**src/rtl/mips_pkg.sv**
```systemverilog
// Shared MIPS pipeline types: IF/ID bundle, instruction width and the canonical nop.
// Imported by the fetch stage and by the decode stage that consumes if_id_t.
package mips_pkg;

    localparam int unsigned INSTR_W   = 32;
    localparam logic [INSTR_W-1:0] NOP_INSTR = 32'h0000_0000;

    typedef struct packed {
        logic               valid;
        logic [INSTR_W-1:0] instr;
        logic [31:0]        pc_plus4;
    } if_id_t;

    localparam if_id_t IF_ID_BUBBLE = '{valid: 1'b0, instr: NOP_INSTR, pc_plus4: 32'h0};

    // Fetch addresses are word aligned; low two bits are always forced to zero.
    function automatic logic [31:0] word_align(input logic [31:0] addr);
        return {addr[31:2], 2'b00};
    endfunction

endpackage

```
**src/rtl/instruction_fetch_stage_if.sv**
```systemverilog
// Fetch-stage bus: hazard/redirect controls, ROM port and IF/ID outputs.
// Exception signals exist only when IF_EXC_REDIRECT_EN is defined.
interface instruction_fetch_stage_if;
    import mips_pkg::*;

    logic               stall;
    logic               redirect_valid;
    logic [31:0]        redirect_target;
    logic [31:0]        instr_addr;
    logic [INSTR_W-1:0] instr_data;
    logic               if_id_valid;
    logic [INSTR_W-1:0] if_id_instr;
    logic [31:0]        if_id_pc_plus4;
`ifdef IF_EXC_REDIRECT_EN
    logic               exc_req;
    logic [31:0]        exc_epc;
    logic               exc_taken;
`endif

    modport master (
        input  stall, redirect_valid, redirect_target, instr_data,
        output instr_addr, if_id_valid, if_id_instr, if_id_pc_plus4
`ifdef IF_EXC_REDIRECT_EN
        , input exc_req, output exc_epc, exc_taken
`endif
    );

    modport slave (
        output stall, redirect_valid, redirect_target, instr_data,
        input  instr_addr, if_id_valid, if_id_instr, if_id_pc_plus4
`ifdef IF_EXC_REDIRECT_EN
        , output exc_req, input exc_epc, exc_taken
`endif
    );

endinterface

```
**src/rtl/instruction_fetch_stage_if_id_reg.sv**
```systemverilog
// IF/ID pipeline register with reset > bubble > hold > load priority.
module if_id_reg
    import mips_pkg::*;
(
    input  logic   clk,
    input  logic   reset,
    input  logic   load,
    input  logic   hold,
    input  logic   bubble,
    input  if_id_t d,
    output if_id_t q
);

    always_ff @(posedge clk) begin
        if (reset) begin
            q <= IF_ID_BUBBLE;
        end else if (bubble) begin
            q <= IF_ID_BUBBLE;
        end else if (hold) begin
            q <= q;
        end else if (load) begin
            q <= d;
        end
    end

endmodule

```
**src/rtl/instruction_fetch_stage.sv**
```systemverilog
// MIPS fetch stage: PC register, next-PC mux and IF/ID register; one-bubble redirects, stalls freeze PC and IF/ID.
// Optional exception redirect to EXC_VECTOR is compiled in with IF_EXC_REDIRECT_EN.
module instruction_fetch_stage
    import mips_pkg::*;
#(
    parameter logic [31:0] RESET_PC   = 32'h0000_0000,
    parameter logic [31:0] EXC_VECTOR = 32'h0000_0080
) (
    input  logic                      clk,
    input  logic                      reset,
    instruction_fetch_stage_if.master bus
);

    logic [31:0] pc;
    logic [31:0] pc_next;
    logic [31:0] pc_plus4;
    logic        ifid_load;
    logic        ifid_hold;
    logic        ifid_bubble;
    if_id_t      ifid_d;
    if_id_t      ifid_q;

    assign pc_plus4 = pc + 32'd4;

`ifdef IF_EXC_REDIRECT_EN
    logic        exc_fire;
    logic [31:0] exc_epc_q;
    logic        exc_taken_q;
`else
    logic        unused_exc_vector;
    assign unused_exc_vector = ^EXC_VECTOR;
`endif

    // Next-PC selection; redirect wins over stall so a squashed branch never waits on a hazard.
    always_comb begin
        pc_next     = pc_plus4;
        ifid_load   = 1'b1;
        ifid_hold   = 1'b0;
        ifid_bubble = 1'b0;
`ifdef IF_EXC_REDIRECT_EN
        exc_fire    = 1'b0;
        if (bus.exc_req) begin
            pc_next     = word_align(EXC_VECTOR);
            ifid_load   = 1'b0;
            ifid_bubble = 1'b1;
            exc_fire    = 1'b1;
        end else
`endif
        if (bus.redirect_valid) begin
            pc_next     = word_align(bus.redirect_target);
            ifid_load   = 1'b0;
            ifid_bubble = 1'b1;
        end else if (bus.stall) begin
            pc_next     = pc;
            ifid_load   = 1'b0;
            ifid_hold   = 1'b1;
        end
    end

    always_ff @(posedge clk) begin
        if (reset) begin
            pc <= word_align(RESET_PC);
        end else begin
            pc <= pc_next;
        end
    end

    assign ifid_d = '{valid: 1'b1, instr: bus.instr_data, pc_plus4: pc_plus4};

    if_id_reg u_if_id_reg (
        .clk    (clk),
        .reset  (reset),
        .load   (ifid_load),
        .hold   (ifid_hold),
        .bubble (ifid_bubble),
        .d      (ifid_d),
        .q      (ifid_q)
    );

`ifdef IF_EXC_REDIRECT_EN
    always_ff @(posedge clk) begin
        if (reset) begin
            exc_epc_q   <= 32'h0;
            exc_taken_q <= 1'b0;
        end else begin
            exc_taken_q <= exc_fire;
            if (exc_fire) begin
                exc_epc_q <= pc;
            end
        end
    end

    assign bus.exc_epc   = exc_epc_q;
    assign bus.exc_taken = exc_taken_q;
`endif

    assign bus.instr_addr     = pc;
    assign bus.if_id_valid    = ifid_q.valid;
    assign bus.if_id_instr    = ifid_q.instr;
    assign bus.if_id_pc_plus4 = ifid_q.pc_plus4;

endmodule

```
**src/flat_wrapper.sv**
```systemverilog
// flat-port wrapper written by rule: the top's interface ports become plain ports
module instruction_fetch_stage_flat import mips_pkg::*;
#(
    parameter logic [31:0] RESET_PC   = 32'h0000_0000,
    parameter logic [31:0] EXC_VECTOR = 32'h0000_0080
)
  (clk, reset, bus_stall, bus_redirect_valid, bus_redirect_target, bus_instr_data, bus_instr_addr, bus_if_id_valid, bus_if_id_instr, bus_if_id_pc_plus4);
  instruction_fetch_stage_if bus_i ();
  input  logic clk;
  input  logic reset;
  input wire logic [$bits(bus_i.stall)-1:0] bus_stall;
  input wire logic [$bits(bus_i.redirect_valid)-1:0] bus_redirect_valid;
  input wire logic [$bits(bus_i.redirect_target)-1:0] bus_redirect_target;
  input wire logic [$bits(bus_i.instr_data)-1:0] bus_instr_data;
  output wire logic [$bits(bus_i.instr_addr)-1:0] bus_instr_addr;
  output wire logic [$bits(bus_i.if_id_valid)-1:0] bus_if_id_valid;
  output wire logic [$bits(bus_i.if_id_instr)-1:0] bus_if_id_instr;
  output wire logic [$bits(bus_i.if_id_pc_plus4)-1:0] bus_if_id_pc_plus4;
  assign bus_i.stall = bus_stall;
  assign bus_i.redirect_valid = bus_redirect_valid;
  assign bus_i.redirect_target = bus_redirect_target;
  assign bus_i.instr_data = bus_instr_data;
  assign bus_instr_addr = bus_i.instr_addr;
  assign bus_if_id_valid = bus_i.if_id_valid;
  assign bus_if_id_instr = bus_i.if_id_instr;
  assign bus_if_id_pc_plus4 = bus_i.if_id_pc_plus4;
  instruction_fetch_stage #(.RESET_PC(RESET_PC), .EXC_VECTOR(EXC_VECTOR)) u_core (.clk(clk), .reset(reset), .bus(bus_i));
endmodule
```
**config.mk**
```make
export PLATFORM = sky130hd
export DESIGN_NAME = instruction_fetch_stage_flat
export DESIGN_NICKNAME = d
export VERILOG_FILES = /design/src/rtl/mips_pkg.sv /design/src/rtl/instruction_fetch_stage_if.sv /design/src/rtl/instruction_fetch_stage_if_id_reg.sv /design/src/rtl/instruction_fetch_stage.sv /design/src/flat_wrapper.sv
export SDC_FILE = /design/constraint.sdc
export NUM_CORES = 1
export LEC_CHECK = 0
export CAP_MARGIN = 40
export CORE_AREA = 2 2 108 100
export CTS_CLUSTER_SIZE = 10
export DETAILED_ROUTE_END_ITERATION = 8
export DIE_AREA = 0 0 110 102
export GPL_TIMING_DRIVEN = 0
export PLACE_DENSITY = 0.79
export SLEW_MARGIN = 15
export SYNTH_ARGS = -nofsm -noshare
export SYNTH_HDL_FRONTEND = slang
export SYNTH_SLANG_ARGS = --single-unit
```
**constraint.sdc**
```tcl
create_clock -name clk -period 2.7 [get_ports clk]
set_input_delay 0.405 -clock clk [delete_from_list [all_inputs] [get_ports clk]]
set_output_delay 0.405 -clock clk [all_outputs]
set_load 0.1 [all_outputs]
```
==> results_dict.tcl <==
set metrics [dict create \
    netlist.area_leader.share_pct 41.88 \
    setup_tns_ns 0 \
    drive_above_1_share_pct 18.12 \
    wl_per_cell_um 18.13 \
    globalRouteOverflowTotal 0 \
    first_global_vias 5005 \
    io_pins 165 \
    grt_usage_pct 30.02 \
    finalHoldViolations 0 \
    finalClockSkew_ns 0.008154 \
    holdPathEnd "u_core.u_if_id_reg.q[64]" \
    synth_edf_count 0 \
    arrival_ns 2.58 \
    rows 35 \
    ys_seq_area_share_pct 41.88 \
    clock_path_buffers 2 \
    antenna_found_initial 0 \
    cts_hold_buf 0 \
    wl_um 16440 \
    final_max_slew_viol_count 0 \
    cts_root_buf "clkbuf_8" \
    min_from "u_core.u_if_id_reg.q[64]" \
    finalCriticalPeriod_ns 2.326 \
    route.detailed.drc 0 \
    core_sq_mm 0.01003 \
    hp-class "reg -> reg" \
    critPathBufInv 2 \
    r2r_cells 7 \
    die_height_um 102 \
    firstDrtPassIters 6 \
    area_delta_synth_final_pct 80.05 \
    yosys-top-cells-area "dfxtp_1 (42%), mux2i_1 (8.6%), nor2_1 (6.5%), xnor2_1 (6.3%), a21oi_1 (4.4%)" \
    yosysTopAreaCell "dfxtp_1" \
    layout_setup_ws_ns 0.3741 \
    die_width_um 110 \
    power_density_mw_per_mm2 444.9 \
    p_leak_nw 3.119 \
    numCtsBuffers 9 \
    criticalPathCategory "reg -> reg" \
    end_kind "register" \
    num_antenna_cells 0 \
    cp.required_ns 2.95 \
    cts.sinks 93 \
    finalSetupViolations 0 \
    pre_cts_ws_ns 0.3806 \
    synth-async-reset-ratio_pct 0 \
    dpl.hpwl_um 12700 \
    yosysWarnings 0 \
    syn_area_per_cell_sq_um 8.717 \
    post_cts_resized 0 \
    yosysMostFrequentCell "dfxtp_1" \
    clk_latency_ns 0.37 \
    cpPeakStageDelay_ns 0.48 \
    r2r_setup_slack_ns 0.37 \
    tightestPinTransition_ns 0.6897 \
    min_path_cells 2 \
    netlist_area_sq_mm 0.004446 \
    crit_path_max_fanout 10 \
    viasPerCell 5.440 \
    synth_top_flop_cell "dfxtp_1" \
    max_slew_margin_pct 53.85 \
    fmax_mhz 429.9 \
    synthTopCellsByCount "dfxtp_1 (93), nor2_1 (77), a21oi_1 (39)" \
    start_util_pct 44.33 \
    port_buffers 156 \
    synth_cells 510 \
    grt_pass1_wl_um 25700 \
    status "complete, no violations" \
    power_mw 3.561 \
    post_cts_buffers 0 \
    first_iter_violations 403 \
    ys_ff_latch 93 \
    critPathSlowestCell "nor4_1" \
    ys_types 43 \
    cts_tree "done" \
    critPathLaunchType "register" \
    grt_max_degree 17 \
    cp_top_family "simple AND/OR/NAND/NOR gates" \
    rsz0062_at_grt "false" \
    reg2reg_to "u_core.u_if_id_reg.q[15]" \
    vias 4934 \
    ant_nets 0 \
    clkTransAtPathRegs_ns 0.10 \
    die_area_sq_mm 0.01122 \
    period_share_pct 86.15 \
    reg2reg_from "u_core.bus.instr_addr[5]" \
    cap_violations 0 \
    nets 842 \
    htree_levels 3 \
    gp_congestion 0.8730 \
    max-vdd-ir-drop_v 0.0003083 \
    path_cells "buf_2, nand4_1, clkbuf_1, nor4_1, nand3_1, xor2_1, a21oi_1" \
]
logic make-up (layout without fill, tap and decap cells):
logic type / count (synthesis) / in the layout / share of synthesized area [%]
simple gates: 173 / 173 / 20.77
flops: 93 / 93 / 41.88
compound gates: 93 / 93 / 12.47
buf+inv: 61 / 326 / 6.108
xor+xnor: 50 / 50 / 9.851
mux: 38 / 38 / 8.556
fa+ha+maj: 1 / 1 / 0.2814
other cells: 1 / 4 / 0.08435
layout by cell type (no fill, tap or decap), drive strengths merged, types with 3 or more instances in the layout:
cell type	count
clkdlybuf4s50	156
buf	116
dfxtp	93
nor2	77
a21oi	39
mux2i	38
xnor2	32
clkbuf	32
o21ai	28
nand2	20
inv	19
xor2	18
nand4	16
nand3	15
nor3	14
o21a	11
nor2b	9
a211oi	6
or3	5
nor4	5
conb	4
nand4b	4
a311oi	3
through the flow:
step           instance area [sq um]  instances  hold WS [ns]  util (%)
2_1_floorplan                   4459        513        0.5476         -
3_3_place_gp                    6182        798        0.4330     61.65
3_5_place_dp                    7829        891        0.4639     78.07
4_1_cts                         8004        907        0.4789     79.81
5_1_grt                         8004        907        0.4970     79.81
6_report                        8004        907        0.4726     79.81
worst register-to-register path, delay by kind of cell, from the launching register on:
family,cells,cell delay (ns)
buffers and inverters,2,0.56
and+or+nand+nor,3,0.94
DFF,1,0.36
AOI/OAI and AO/OA,1,0.10
xor gates and xnor gates,1,0.25
worst max path at each step:
| stage | from | endpoint | slack [ns] | cells past startpoint |
|---|---|---|---|---|
| after floorplan | u_core.bus.instr_addr[13] | u_core.bus.instr_addr[22] | 0.12 | 7 |
| after CTS | u_core.bus.instr_addr[5] | u_core.u_if_id_reg.q[15] | 0.52 | 7 |
| after global routing | u_core.bus.instr_addr[5] | u_core.u_if_id_reg.q[15] | 0.29 | 7 |
| after global placement | bus_redirect_valid | u_core.bus.instr_addr[18] | 0.45 | 5 |
| after detailed placement | bus_redirect_valid | u_core.bus.instr_addr[19] | 0.38 | 5 |
| final | u_core.bus.instr_addr[5] | u_core.u_if_id_reg.q[15] | 0.37 | 7 |
area by class of cell:
type	count	area, sq um
well taps	129	161.4
clock buffers	11	131.4
plain buffers	44	207.7
fillers	608	2024
repair buffers	249	3208
inverters	17	63.81
multi-input cells	359	2323
clock inverters	5	43.79
flip-flops and latches	93	1864
metal layers:
layer | routed length [um] | vias up | GRT usage (%)
met5 | 0 | - | 0
met4 | 594 | 0 | 12.46
li1 | - | 2260 | -
met2 | 8394 | 277 | 53.09
met1 | 6149 | 2341 | 34.99
met3 | 1302 | 56 | 6.569
sequential cells by signal, indices dropped and copies added, names as in the netlist:
register	cells
u_core.bus.instr_addr	30
u_core.u_if_id_reg.q	63
power breakdown:
part	switching [mW]	total, mW	internal, mW
clock network	0.530	0.877	0.347
logic	0.718	1.19	0.469
registers	0.0655	1.50	1.43
Note: power is estimated with default switching activity, not from simulation.
